$ cat src/rtl/fwd_scoreboard.sv
// ============================================================================
// fwd_scoreboard : EX-stage operand forwarding with a one-entry retire buffer
//                  and a pending-register scoreboard for one multi-cycle unit.
// Optional macro : FWD_PERF_CNT_EN (stall-cycle counter on stallCount)
// Revision       : 1.0
// ============================================================================
`default_nettype none

module fwd_scoreboard #(
   parameter int NUM_READ   = 2,
   parameter int NUM_STAGES = 2,
   parameter int REG_W      = 5,
   parameter int DATA_W     = 32
) (
   input  logic                         clk,
   input  logic                         resetN,
   input  logic [NUM_READ*REG_W-1:0]    rdReg,
   input  logic [NUM_READ-1:0]          rdUse,
   input  logic [NUM_STAGES*REG_W-1:0]  stgWriteReg,
   input  logic [NUM_STAGES-1:0]        stgDataValid,
   input  logic [NUM_STAGES*DATA_W-1:0] stgData,
   input  logic                         mcStart,
   input  logic [REG_W-1:0]             mcDest,
   input  logic                         mcDone,
   input  logic [REG_W-1:0]             mcDoneReg,
   input  logic [DATA_W-1:0]            mcData,
   output logic [NUM_READ-1:0]          fwd,
   output logic [NUM_READ*DATA_W-1:0]   fwdData,
   output logic                         stall,
   output logic                         mcBusy,
   output logic [31:0]                  stallCount
);

   localparam int NUM_REGS = 2 ** REG_W;
   localparam int OLDEST   = NUM_STAGES - 1;

   logic [NUM_REGS-1:0] pending_q, pending_d;
   logic                busy_q, busy_d;
   logic                retValid_q;
   logic [REG_W-1:0]    retReg_q;
   logic [DATA_W-1:0]   retData_q;
   logic [NUM_READ-1:0] w_portStall;

   // A completion retires before a same-cycle start, so a start can be accepted
   // on the cycle the previous op finishes.
   always_comb begin
      logic w_clr;
      w_clr     = mcDone && busy_q;
      pending_d = pending_q;
      busy_d    = busy_q && !w_clr;
      if (w_clr) pending_d[mcDoneReg] = 1'b0;
      if (mcStart && !busy_d) begin
         busy_d = 1'b1;
         if (mcDest != '0) pending_d[mcDest] = 1'b1;
      end
   end

   always_ff @(posedge clk or negedge resetN) begin
      if (!resetN) begin
         pending_q  <= '0;
         busy_q     <= 1'b0;
         retValid_q <= 1'b0;
         retReg_q   <= '0;
         retData_q  <= '0;
      end else begin
         pending_q  <= pending_d;
         busy_q     <= busy_d;
         retValid_q <= (stgWriteReg[OLDEST*REG_W +: REG_W] != '0);
         retReg_q   <= stgWriteReg[OLDEST*REG_W +: REG_W];
         retData_q  <= stgData[OLDEST*DATA_W +: DATA_W];
      end
   end

   for (genvar p = 0; p < NUM_READ; p++) begin : g_port
      logic [REG_W-1:0]  w_reg;
      logic              w_fwd;
      logic              w_stall;
      logic [DATA_W-1:0] w_data;

      assign w_reg = rdReg[p*REG_W +: REG_W];

      // The youngest matching stage owns the register; an unready result
      // there must stall rather than fall through to stale older copies.
      always_comb begin
         logic w_hit;
         w_hit   = 1'b0;
         w_fwd   = 1'b0;
         w_stall = 1'b0;
         w_data  = '0;
         if (rdUse[p] && (w_reg != '0)) begin
            if (mcDone && (mcDoneReg == w_reg)) begin
               w_fwd  = 1'b1;
               w_data = mcData;
            end else begin
               for (int s = 0; s < NUM_STAGES; s++) begin
                  if (!w_hit && (stgWriteReg[s*REG_W +: REG_W] == w_reg)) begin
                     w_hit = 1'b1;
                     if (stgDataValid[s]) begin
                        w_fwd  = 1'b1;
                        w_data = stgData[s*DATA_W +: DATA_W];
                     end else begin
                        w_stall = 1'b1;
                     end
                  end
               end
               if (!w_hit) begin
                  if (pending_q[w_reg]) begin
                     w_stall = 1'b1;
                  end else if (retValid_q && (retReg_q == w_reg)) begin
                     w_fwd  = 1'b1;
                     w_data = retData_q;
                  end
               end
            end
         end
      end

      assign fwd[p]                       = w_fwd;
      assign fwdData[p*DATA_W +: DATA_W]  = w_data;
      assign w_portStall[p]               = w_stall;
   end

   assign stall  = |w_portStall;
   assign mcBusy = busy_q;

`ifdef FWD_PERF_CNT_EN
   logic [31:0] stallCount_q;
   always_ff @(posedge clk or negedge resetN) begin
      if (!resetN)    stallCount_q <= '0;
      else if (stall) stallCount_q <= stallCount_q + 32'd1;
   end
   assign stallCount = stallCount_q;
`else
   assign stallCount = '0;
`endif

endmodule

`default_nettype wire

$ cat config.mk
export PLATFORM = sky130hd
export DESIGN_NAME = fwd_scoreboard
export DESIGN_NICKNAME = d
export VERILOG_FILES = /design/src/rtl/fwd_scoreboard.sv
export SDC_FILE = /design/constraint.sdc
export NUM_CORES = 1
export LEC_CHECK = 0
export BUFFER_PORTS_ARGS = -buffer_cell sky130_fd_sc_hd__buf_2
export CORE_ASPECT_RATIO = 0.6
export CORE_MARGIN = 8
export CORE_UTILIZATION = 35
export DETAILED_ROUTE_END_ITERATION = 6
export PLACE_DENSITY = 0.6
export SETUP_SLACK_MARGIN = 0.2
export SYNTH_ARGS = -nofsm -noshare
export SYNTH_HDL_FRONTEND = slang
export SYNTH_SLANG_ARGS = --single-unit
$ cat constraint.sdc
create_clock -name clk -period 2.5 [get_ports clk]
set_input_delay 0.25 -clock clk [delete_from_list [all_inputs] [get_ports clk]]
set_output_delay 0.25 -clock clk [all_outputs]
set_load 0.02 [all_outputs]
Word-level counts from Yosys, hierarchy flattened:

Index checks and enable logic that the tools add are counted.

* reductions and logical operators: 22
* bitwise logic cells: 3
* muxes and demuxes: 73
* order comparisons: 6
* equal/unequal tests: 8

Operators with widths (count)
* two-way mux 32 bit: 20
* two-way mux 1 bit: 49
* == test 5 bit: 8
* bitwise AND 32 bit: 1
* inverter 32 bit: 1
* bitwise OR 32 bit: 1
* less-than comparator 5 x 6 -> 1 bit, second input constant: 4
* nonzero test 5 bit: 4
* logical AND 1 bit: 13
* binary-select mux 1 bit (select 5 bit): 2
* demux 1 bit (select 5 bit): 2
* >= comparator 5 x 1 -> 1 bit, second input constant: 2
* logical NOT 1 bit: 4
* OR reduction 2 bit: 1

* logic and storage cells: 117
* bits in registers: 71

Depth between registers and ports, before layout:

Gate-level depths: netlist of the first run.

* word-level depth: 13
* gate-level depth with buffers: 10
* gate-level depth less buffers: 6

Least setup slack after synthesis of the first run:

Ideal clock, no wire load.

* path kind: in2out
* start point: input rdReg[6]
* end point: output fwdData[32]
* required time: 2.250 ns
* arrival time: 2.649 ns
* path slack: -0.399 ns
* stages on the path: 8
* buffers on the path: 2
* path through: buf_6 -> mux4_1 -> mux2_2 -> mux4_2 -> nor4_4 -> buf_6 -> nand2_1 -> a21oi_1

* word-level cells in the longest chain between the ends: 12
* elaborated cells on any way between the ends: 26

Ends and longest elaborated chain
* start, declared: RTL line 17 `input logic [NUM_READ*REG_W-1:0] rdReg,`
* == test 5 bit: RTL line 96 `if (!w_hit && (stgWriteReg[s*REG_W +: REG_W] == w_reg)) begin`
* two-way mux 1 bit: RTL line 96
* two-way mux 1 bit: RTL line 91 `if (mcDone && (mcDoneReg == w_reg)) begin`
* two-way mux 1 bit: RTL line 90 `if (rdUse[p] && (w_reg != '0)) begin`
* logical NOT 1 bit: RTL line 96
* logical AND 1 bit: RTL line 96
* two-way mux 32 bit or two-way mux 1 bit (tied branches): RTL line 96
* two-way mux 32 bit or two-way mux 1 bit (tied branches): RTL line 109, 91
* two-way mux 32 bit or two-way mux 1 bit (tied branches): RTL line 107, 90
* two-way mux 32 bit: RTL line 106 `if (!w_hit) begin`
* two-way mux 32 bit: RTL line 91
* two-way mux 32 bit *: RTL line 90
* end, declared: RTL line 28 `output logic [NUM_READ*DATA_W-1:0] fwdData,`

Every way passes the cells marked *; elsewhere a longest branch is shown, timed or not. The select of a mux whose other input is x is not followed.

Worst setup path in the final report of the first run:

* start point: register pending_q[15]
* end point: output fwdData[45]

* word-level cells in the longest chain between the ends: 6

Ends and longest elaborated chain
* start, declared: RTL line 37 `logic [NUM_REGS-1:0] pending_q, pending_d;`
* start signal, assigned: RTL line 66 `pending_q <= pending_d;`
* binary-select mux 1 bit (select 5 bit): RTL line 107 `if (pending_q[w_reg]) begin`
* two-way mux 1 bit (implied by the code): RTL line 107
* two-way mux 32 bit: RTL line 107
* two-way mux 32 bit: RTL line 106
* two-way mux 32 bit: RTL line 91
* two-way mux 32 bit: RTL line 90

No other way between the ends. The select of a mux whose other input is x is not followed.

==> run_summary.xml, run 1 <==
<?xml version="1.0" encoding="UTF-8"?>
<metrics>
  <group name="floorplanning">
    <metric name="row_count" unit="">36</metric>
    <metric name="design.die.area" unit="um2">21300</metric>
    <metric name="effective_utilization_at_floorplan" unit="">0.359</metric>
    <metric name="die_width" unit="um">183</metric>
    <metric name="coreArea" unit="um2">16300</metric>
    <metric name="io_pins" unit="">234</metric>
    <metric name="floorplan.die.height" unit="um">116</metric>
  </group>
  <group name="clock_tree">
    <metric name="tritoncts" unit="">done</metric>
    <metric name="clock_latency" unit="ns">0.34</metric>
    <metric name="tritoncts_num_sinks" unit="">71</metric>
    <metric name="clk_path_buf_depth" unit="">2</metric>
    <metric name="cts.htree.levels" unit="">3</metric>
    <metric name="cts_root_buffer" unit="">sky130_fd_sc_hd__clkbuf_16</metric>
    <metric name="clock_slew_at_the_register_clock_pins_of_the_worst_setup_and_hold_paths" unit="ns">0.06</metric>
    <metric name="cts_buffers" unit="">9</metric>
  </group>
  <group name="synth">
    <metric name="syn-instance-count" unit="">677</metric>
    <metric name="synth.ff_latch_count" unit="">71</metric>
    <metric name="synth_cell_type_count" unit="">47</metric>
    <metric name="synth_area" unit="um2">5860</metric>
    <metric name="most_used_flip_flop_cell_after_synthesis" unit="">sky130_fd_sc_hd__dfrtp_1</metric>
    <metric name="seq_area_frac_synth" unit="">0.303</metric>
    <metric name="postSynth.asyncResetShare" unit="">1.00</metric>
    <metric name="synth.avg_cell_area" unit="um2">8.65</metric>
    <metric name="synth_edf_count" unit="">0</metric>
    <metric name="ys.warnings.count" unit="">0</metric>
  </group>
  <group name="placed_design">
    <metric name="post-place-ws" unit="ns">-0.582</metric>
    <metric name="gp_routability_congestion" unit="">0.954</metric>
    <metric name="numPortBuffers" unit="">201</metric>
    <metric name="dp.final_hpwl" unit="um">19600</metric>
    <metric name="placedInstanceArea" unit="um2">8440</metric>
  </group>
  <group name="sta">
    <metric name="maxClockFrequency" unit="GHz">0.307</metric>
    <metric name="final_critical_path_setup_slack" unit="ns">-0.752</metric>
    <metric name="report.final.setup_viol" unit="">67</metric>
    <metric name="layout_min_cycle_time" unit="ns">3.25</metric>
    <metric name="final.setup_skew" unit="ns">0.00638</metric>
    <metric name="hold_viol_final" unit="">0</metric>
    <metric name="final.period_utilization" unit="">1.30</metric>
    <metric name="rsz0062_at_grt" unit="">true</metric>
    <metric name="max_slew_headroom_at_the_worst_pin" unit="">0.451</metric>
    <metric name="slew_viol_final" unit="">0</metric>
    <metric name="tightest_slew" unit="ns">0.824</metric>
    <metric name="setup_tns" unit="ns">-32.06</metric>
  </group>
  <group name="critical_path">
    <metric name="timing.critical_path.fanout_max" unit="">8</metric>
    <metric name="startpoint_type" unit="">register</metric>
    <metric name="path_class" unit="">register to output port</metric>
    <metric name="cp.arrival" unit="ns">3.00</metric>
    <metric name="cell_count_of_the_worst_reg_to_reg_path" unit="">4</metric>
    <metric name="crit_path_end_kind" unit="">output port</metric>
    <metric name="worstPathRequired" unit="ns">2.25</metric>
  </group>
  <group name="finish">
    <metric name="layout_commonest_cell" unit="">sky130_fd_sc_hd__buf_2</metric>
    <metric name="post_route_cells_drive_above_1_share" unit="">0.501</metric>
    <metric name="nNetsFinal" unit="">1055</metric>
    <metric name="antenna_cells" unit="">0</metric>
    <metric name="flow.area_growth_from_synthesis" unit="%">60.5</metric>
    <metric name="mostFrequentLayoutCells" unit="">134 x sky130_fd_sc_hd__buf_2, 126 x sky130_fd_sc_hd__o21ai_0, 93 x sky130_fd_sc_hd__buf_4, 71 x sky130_fd_sc_hd__dfrtp_1, 60 x sky130_fd_sc_hd__buf_6</metric>
    <metric name="design_area" unit="um2">9400</metric>
  </group>
  <group name="global_route">
    <metric name="maximum_number_of_pins_on_one_net_before_global_route_repair" unit="">68</metric>
    <metric name="global_route_wire_length_before_repair" unit="um">42200</metric>
    <metric name="grt_antenna_before_repair" unit="">1</metric>
    <metric name="grt_usage" unit="">0.252</metric>
    <metric name="first_global_vias" unit="">7418</metric>
    <metric name="grt-ovfl-total" unit="">0</metric>
  </group>
  <group name="routing">
    <metric name="dr_wl_met3" unit="um">3190</metric>
    <metric name="routed_len_inst" unit="um">24.1</metric>
    <metric name="vias" unit="">6983</metric>
    <metric name="highest-signal-layer" unit="">met5</metric>
    <metric name="drt_pass1_iterations" unit="">7</metric>
    <metric name="detailedRoute.firstIterationViolations" unit="">791</metric>
    <metric name="route.detailed.drc" unit="">0</metric>
    <metric name="met2_length" unit="um">12500</metric>
    <metric name="drtAntennaViolNets" unit="">0</metric>
    <metric name="met1Wirelength" unit="um">11700</metric>
    <metric name="routed_wirelength" unit="um">27800</metric>
    <metric name="detail_route.vias_per_cell" unit="">6.05</metric>
  </group>
  <group name="power_and_ir_drop">
    <metric name="power.share.switching" unit="">0.362</metric>
    <metric name="irDropWorstVdd" unit="V">0.000267</metric>
    <metric name="share_clk_of_total_power" unit="">0.285</metric>
    <metric name="internal_power" unit="W">0.00272</metric>
    <metric name="p_per_area" unit="nW/um2">453</metric>
    <metric name="switching_power" unit="W">0.00154</metric>
    <metric name="finalPower" unit="W">0.00426</metric>
    <metric name="p_leak" unit="nW">3.68</metric>
    <metric name="seq_pwr_share" unit="">0.337</metric>
    <metric name="power.share.combinational" unit="">0.378</metric>
  </group>
  <group name="hold_path">
    <metric name="cell_count_of_the_worst_hold_path" unit="">1</metric>
    <metric name="hold_path_class" unit="">input pin to register</metric>
  </group>
  <group name="status">
    <metric name="violated_checks" unit="">setup timing</metric>
    <metric name="run_status" unit="">complete, but fails checks</metric>
  </group>
  <group name="flow_run">
    <metric name="drv_cap" unit="">0</metric>
  </group>
</metrics>
stage by stage:
step / utilization / hold slack [ns] / std cells
after floorplan: - / -0.0456 / 708
after global placement: 0.518 / 0.318 / 1124
after detailed placement: 0.518 / 0.327 / 1124
after CTS: 0.572 / 0.0286 / 1152
after global routing: 0.577 / 0.0438 / 1154
final: 0.577 / 0.0489 / 1154
critical path, stage by stage (launching register included):
cell                       delay, ns
sky130_fd_sc_hd__dfrtp_1        0.42
sky130_fd_sc_hd__mux4_2         0.48
sky130_fd_sc_hd__mux2_2         0.27
sky130_fd_sc_hd__mux4_2         0.51
sky130_fd_sc_hd__nor4_4         0.17
sky130_fd_sc_hd__buf_6          0.17
sky130_fd_sc_hd__buf_12         0.10
sky130_fd_sc_hd__buf_16         0.16
sky130_fd_sc_hd__a221oi_1       0.10
sky130_fd_sc_hd__nor2_2         0.11
sky130_fd_sc_hd__buf_4          0.15
logic make-up (layout without fill, tap and decap cells):
family,after synthesis,in the layout,synth area share
mux,24,24,0.0790
buf+inv,108,326,0.0976
xor+xnor,40,40,0.0598
simple gates,122,122,0.112
flops,71,71,0.303
compound gates,311,311,0.347
other cells,1,32,0.000640
cell usage after synthesis, types with 13 or more instances:
master / n / area [um2]
sky130_fd_sc_hd__o21ai_0: 126 / 631
sky130_fd_sc_hd__dfrtp_1: 71 / 1780
sky130_fd_sc_hd__clkbuf_1: 62 / 233
sky130_fd_sc_hd__a221oi_1: 54 / 473
sky130_fd_sc_hd__buf_4: 34 / 255
sky130_fd_sc_hd__o2111ai_1: 34 / 298
sky130_fd_sc_hd__o22ai_1: 33 / 206
sky130_fd_sc_hd__nand2_1: 32 / 120
sky130_fd_sc_hd__xor2_1: 27 / 236
sky130_fd_sc_hd__a21oi_1: 23 / 115
sky130_fd_sc_hd__and2_1: 23 / 144
sky130_fd_sc_hd__nor2_1: 20 / 75.1
sky130_fd_sc_hd__xnor2_1: 13 / 114
power by group through the flow:
stage	clock network, W	logic [W]	registers [W]
floorplan	0	0.000880	0.00139
global placement	0	0.00139	0.00144
detailed placement	0	0.00141	0.00144
CTS	0.00124	0.00155	0.00142
global route	0.00127	0.00172	0.00144
finish	0.00122	0.00161	0.00144
state kept, by name (all words and copies together) (netlist names):
| register | flops |
|---|---|
| retReg_q | 5 |
| retData_q | 32 |
| mcBusy | 1 |
| retValid_q | 1 |
| pending_q | 32 |
timing repair:
item / CTS / global route
pin swaps: 4 / 3
gates cloned: 2 / 1
hold endpoints to repair: 45 / 0
gates resized for setup: 147 / 13
buffers inserted: 9 / 1
hold buffers: 1 / 0
endpoints found under the setup margin: 67 / 67
metal layers:
metal / vias to the layer above / global-route usage
met3: 41 / 0.0755
met5: - / 0
met1: 3422 / 0.336
li1: 3064 / -
met2: 454 / 0.387
met4: 2 / 0.0831
cell type report:
class | instances | area, um2
Clock buffer | 10 | 229
Clock inverter | 6 | 46.3
Fill cell | 1408 | 6900
Inverter | 3 | 11.3
Multi-Input combinational cell | 529 | 4600
Sequential cell | 71 | 1780
Tap cell | 228 | 285
Timing Repair Buffer | 307 | 2450
worst paths after layout:
kind                                         startpoint                       to  slack (ns)
worst max-delay path            pending_q[15]$_DFF_PN0_              fwdData[45]       -0.75
worst min-delay path                        stgData[62]  retData_q[30]$_DFF_PN0_        0.05
worst max register to register         mcBusy$_DFF_PN0_  pending_q[20]$_DFF_PN0_        0.98
worst min register to register  pending_q[26]$_DFF_PN0_  pending_q[26]$_DFF_PN0_        0.55
max in group asynchronous                        resetN    retReg_q[2]$_DFF_PN0_        1.32
min in group asynchronous                        resetN         mcBusy$_DFF_PN0_        0.48
(Power assumes the default switching activity.)
==> run 2, diff against run 1 <==
--- a/config.mk
+++ b/config.mk
@@ -11,7 +11,6 @@
 export CORE_UTILIZATION = 35
 export DETAILED_ROUTE_END_ITERATION = 6
 export PLACE_DENSITY = 0.6
-export SETUP_SLACK_MARGIN = 0.2
 export SYNTH_ARGS = -nofsm -noshare
 export SYNTH_HDL_FRONTEND = slang
 export SYNTH_SLANG_ARGS = --single-unit
==> run 2 against run 1 <==
  * The run still ends with setup timing left
  * Flip-flop and latch count is the same
  * Fmax is 1.6% higher
  * Critical path depth is the same
  * Worst hold slack lost 0.00067 ns
  * First-iteration DRC count decreased by 0.63%
==> run_summary.xml, run 2 (synthesis gave the netlist of run 1 again) <==
<?xml version="1.0" encoding="UTF-8"?>
<metrics>
  <group name="floorplanning">
    <metric name="design.die.area" unit="um2">21300</metric>
    <metric name="coreArea" unit="um2">16300</metric>
    <metric name="row_count" unit="">36</metric>
    <metric name="die_width" unit="um">183</metric>
    <metric name="io_pins" unit="">234</metric>
    <metric name="effective_utilization_at_floorplan" unit="">0.359</metric>
    <metric name="floorplan.die.height" unit="um">116</metric>
  </group>
  <group name="sta">
    <metric name="layout_min_cycle_time" unit="ns">3.20</metric>
    <metric name="max_slew_headroom_at_the_worst_pin" unit="">0.545</metric>
    <metric name="report.final.setup_viol" unit="">67</metric>
    <metric name="timing.hold.ws" unit="ns">0.0482</metric>
    <metric name="final_critical_path_setup_slack" unit="ns">-0.701</metric>
    <metric name="final.period_utilization" unit="">1.28</metric>
    <metric name="tightest_slew" unit="ns">0.682</metric>
    <metric name="final.setup_skew" unit="ns">0.00953</metric>
    <metric name="rsz0062_at_grt" unit="">true</metric>
    <metric name="hold_viol_final" unit="">0</metric>
    <metric name="slew_viol_final" unit="">0</metric>
    <metric name="maxClockFrequency" unit="GHz">0.312</metric>
  </group>
  <group name="finish">
    <metric name="layout_top_registers" unit="">pending_q (32), retData_q (32), retReg_q (5)</metric>
    <metric name="nNetsFinal" unit="">1033</metric>
    <metric name="post_route_cells_drive_above_1_share" unit="">0.469</metric>
    <metric name="final-instance-count-excl-fill" unit="">1133</metric>
    <metric name="flow.area_growth_from_synthesis" unit="%">56.6</metric>
    <metric name="mostFrequentLayoutCells" unit="">134 x sky130_fd_sc_hd__buf_2, 126 x sky130_fd_sc_hd__o21ai_0, 71 x sky130_fd_sc_hd__dfrtp_1, 66 x sky130_fd_sc_hd__buf_4, 64 x sky130_fd_sc_hd__buf_6</metric>
    <metric name="layout_commonest_cell" unit="">sky130_fd_sc_hd__buf_2</metric>
    <metric name="nFillCells" unit="">1457</metric>
  </group>
  <group name="status">
    <metric name="violated_checks" unit="">setup timing</metric>
    <metric name="run_status" unit="">complete, but fails checks</metric>
  </group>
  <group name="critical_path">
    <metric name="path_class" unit="">register to output port</metric>
    <metric name="cp.arrival" unit="ns">2.95</metric>
    <metric name="crit_path_end_kind" unit="">output port</metric>
    <metric name="worstPathRequired" unit="ns">2.25</metric>
    <metric name="startpoint_type" unit="">register</metric>
    <metric name="timing.critical_path.fanout_max" unit="">8</metric>
  </group>
  <group name="routing">
    <metric name="drt_pass1_iterations" unit="">6</metric>
    <metric name="detail_route.vias_per_cell" unit="">6.09</metric>
    <metric name="detailedRoute.firstIterationViolations" unit="">786</metric>
    <metric name="routed_len_inst" unit="um">23.5</metric>
    <metric name="routed_wirelength" unit="um">26600</metric>
    <metric name="route.detailed.drc" unit="">0</metric>
    <metric name="vias" unit="">6901</metric>
    <metric name="drtAntennaViolNets" unit="">0</metric>
  </group>
  <group name="clock_tree">
    <metric name="cts_buffers" unit="">9</metric>
    <metric name="tritoncts_num_sinks" unit="">71</metric>
    <metric name="clock_latency" unit="ns">0.34</metric>
    <metric name="tritoncts" unit="">done</metric>
    <metric name="cts_root_buffer" unit="">sky130_fd_sc_hd__clkbuf_16</metric>
    <metric name="clk_path_buf_depth" unit="">2</metric>
    <metric name="clock_slew_at_the_register_clock_pins_of_the_worst_setup_and_hold_paths" unit="ns">0.07</metric>
    <metric name="cts.htree.levels" unit="">3</metric>
  </group>
  <group name="hold_path">
    <metric name="hold_path_class" unit="">input pin to register</metric>
  </group>
  <group name="power_and_ir_drop">
    <metric name="power.share.switching" unit="">0.364</metric>
    <metric name="switching_power" unit="W">0.00157</metric>
    <metric name="p_per_area" unit="nW/um2">471</metric>
    <metric name="seq_pwr_share" unit="">0.330</metric>
    <metric name="power.share.combinational" unit="">0.368</metric>
    <metric name="p_leak" unit="nW">3.54</metric>
    <metric name="irDropWorstVdd" unit="V">0.000309</metric>
    <metric name="share_clk_of_total_power" unit="">0.301</metric>
    <metric name="internal_power" unit="W">0.00275</metric>
  </group>
  <group name="global_route">
    <metric name="maximum_number_of_pins_on_one_net_before_global_route_repair" unit="">68</metric>
    <metric name="global_route_wire_length_before_repair" unit="um">40500</metric>
    <metric name="first_global_vias" unit="">6954</metric>
    <metric name="grt-ovfl-total" unit="">0</metric>
    <metric name="grt_usage" unit="">0.243</metric>
    <metric name="grt_antenna_before_repair" unit="">1</metric>
  </group>
  <group name="placed_design">
    <metric name="placedCellCount" unit="">1100</metric>
    <metric name="numPortBuffers" unit="">201</metric>
    <metric name="dp.final_hpwl" unit="um">18800</metric>
    <metric name="gp_routability_congestion" unit="">0.906</metric>
  </group>
  <group name="flow_run">
    <metric name="drv_cap" unit="">0</metric>
  </group>
</metrics>
==> run 2: critical path, cell delays in order (launching register included) <==
cell and delay, ns:
sky130_fd_sc_hd__dfrtp_1 0.42, sky130_fd_sc_hd__mux4_2 0.48, sky130_fd_sc_hd__mux2_4 0.27, sky130_fd_sc_hd__mux4_2 0.51, sky130_fd_sc_hd__nor4_4 0.16, sky130_fd_sc_hd__buf_6 0.16
sky130_fd_sc_hd__buf_12 0.10, sky130_fd_sc_hd__buf_16 0.15, sky130_fd_sc_hd__nand2_4 0.06, sky130_fd_sc_hd__a21oi_4 0.15, sky130_fd_sc_hd__buf_6 0.13
==> run 2: path summary, 6_finish.rpt <==
path / slack [ns] / from / endpoint / cells past startpoint
worst min register to register: 0.56 / pending_q[0]$_DFF_PN0_ / pending_q[0]$_DFF_PN0_ / 1
worst max register to register: 1.01 / mcBusy$_DFF_PN0_ / pending_q[16]$_DFF_PN0_ / 4
min in group asynchronous: 0.36 / resetN / pending_q[9]$_DFF_PN0_ / 2
max in group asynchronous: 1.49 / resetN / retData_q[0]$_DFF_PN0_ / 3
worst max-delay path: -0.70 / pending_q[12]$_DFF_PN0_ / fwdData[49] / 10
worst min-delay path: 0.05 / stgData[61] / retData_q[29]$_DFF_PN0_ / 1
==> run 2: final cells by class <==
class / count / area, um2 / area share
tap: 228 / 285 / 0.0311
inverter: 3 / 11.3 / 0.00123
timing repair buffer: 285 / 2310 / 0.251
antenna: 1 / 2.50 / 0.000273
clock inverter: 7 / 68.8 / 0.00750
clock buffer: 9 / 225 / 0.0245
sequential: 71 / 1780 / 0.194
multi-input combinational: 529 / 4500 / 0.490
==> run 2: per-layer routing <==
| metal | vias to the layer above | part of all wire | GRT usage |
|---|---|---|---|
| met5 | - | 0 | 0 |
| met4 | 0 | 0.017 | 0.0631 |
| met3 | 38 | 0.12 | 0.0817 |
| met2 | 480 | 0.42 | 0.345 |
| met1 | 3349 | 0.44 | 0.346 |
| li1 | 3034 | - | - |
==> run 2: power groups by stage <==
| stage | sequential (W) | clock, W | combinational (W) |
|---|---|---|---|
| 4_1_cts | 0.00142 | 0.00132 | 0.00156 |
| 6_report | 0.00143 | 0.00130 | 0.00159 |
| 5_1_grt | 0.00144 | 0.00138 | 0.00170 |
| 3_3_place_gp | 0.00144 | 0 | 0.00124 |
| 3_5_place_dp | 0.00144 | 0 | 0.00125 |
| 2_1_floorplan | 0.00139 | 0 | 0.000746 |
==> run 2: per-stage QoR <==
stage	power, W	TNS, ns	utilization	setup WS (ns)	area, um2
final	0.00432	-36.02	0.563	-0.701	9180
after global routing	0.00451	-41.67	0.563	-0.763	9180
after CTS	0.00430	-34.79	0.559	-0.679	9110
after detailed placement	0.00268	-18.28	0.477	-0.570	7770
after global placement	0.00268	-16.53	0.477	-0.512	7770
after floorplan	0.00213	-6.14	-	-0.136	6360
==> run 2: what timing repair did <==
| item | 4_1_cts | 5_1_grt |
|---|---|---|
| endpoints found under the setup margin | 67 | 67 |
| cloned | 5 | 0 |
| hold buffers | 1 | 0 |
| gates resized for setup | 193 | 21 |
| buffers inserted | 11 | 3 |
| endpoints found under the hold margin | 13 | 0 |
| pin swaps | 6 | 7 |
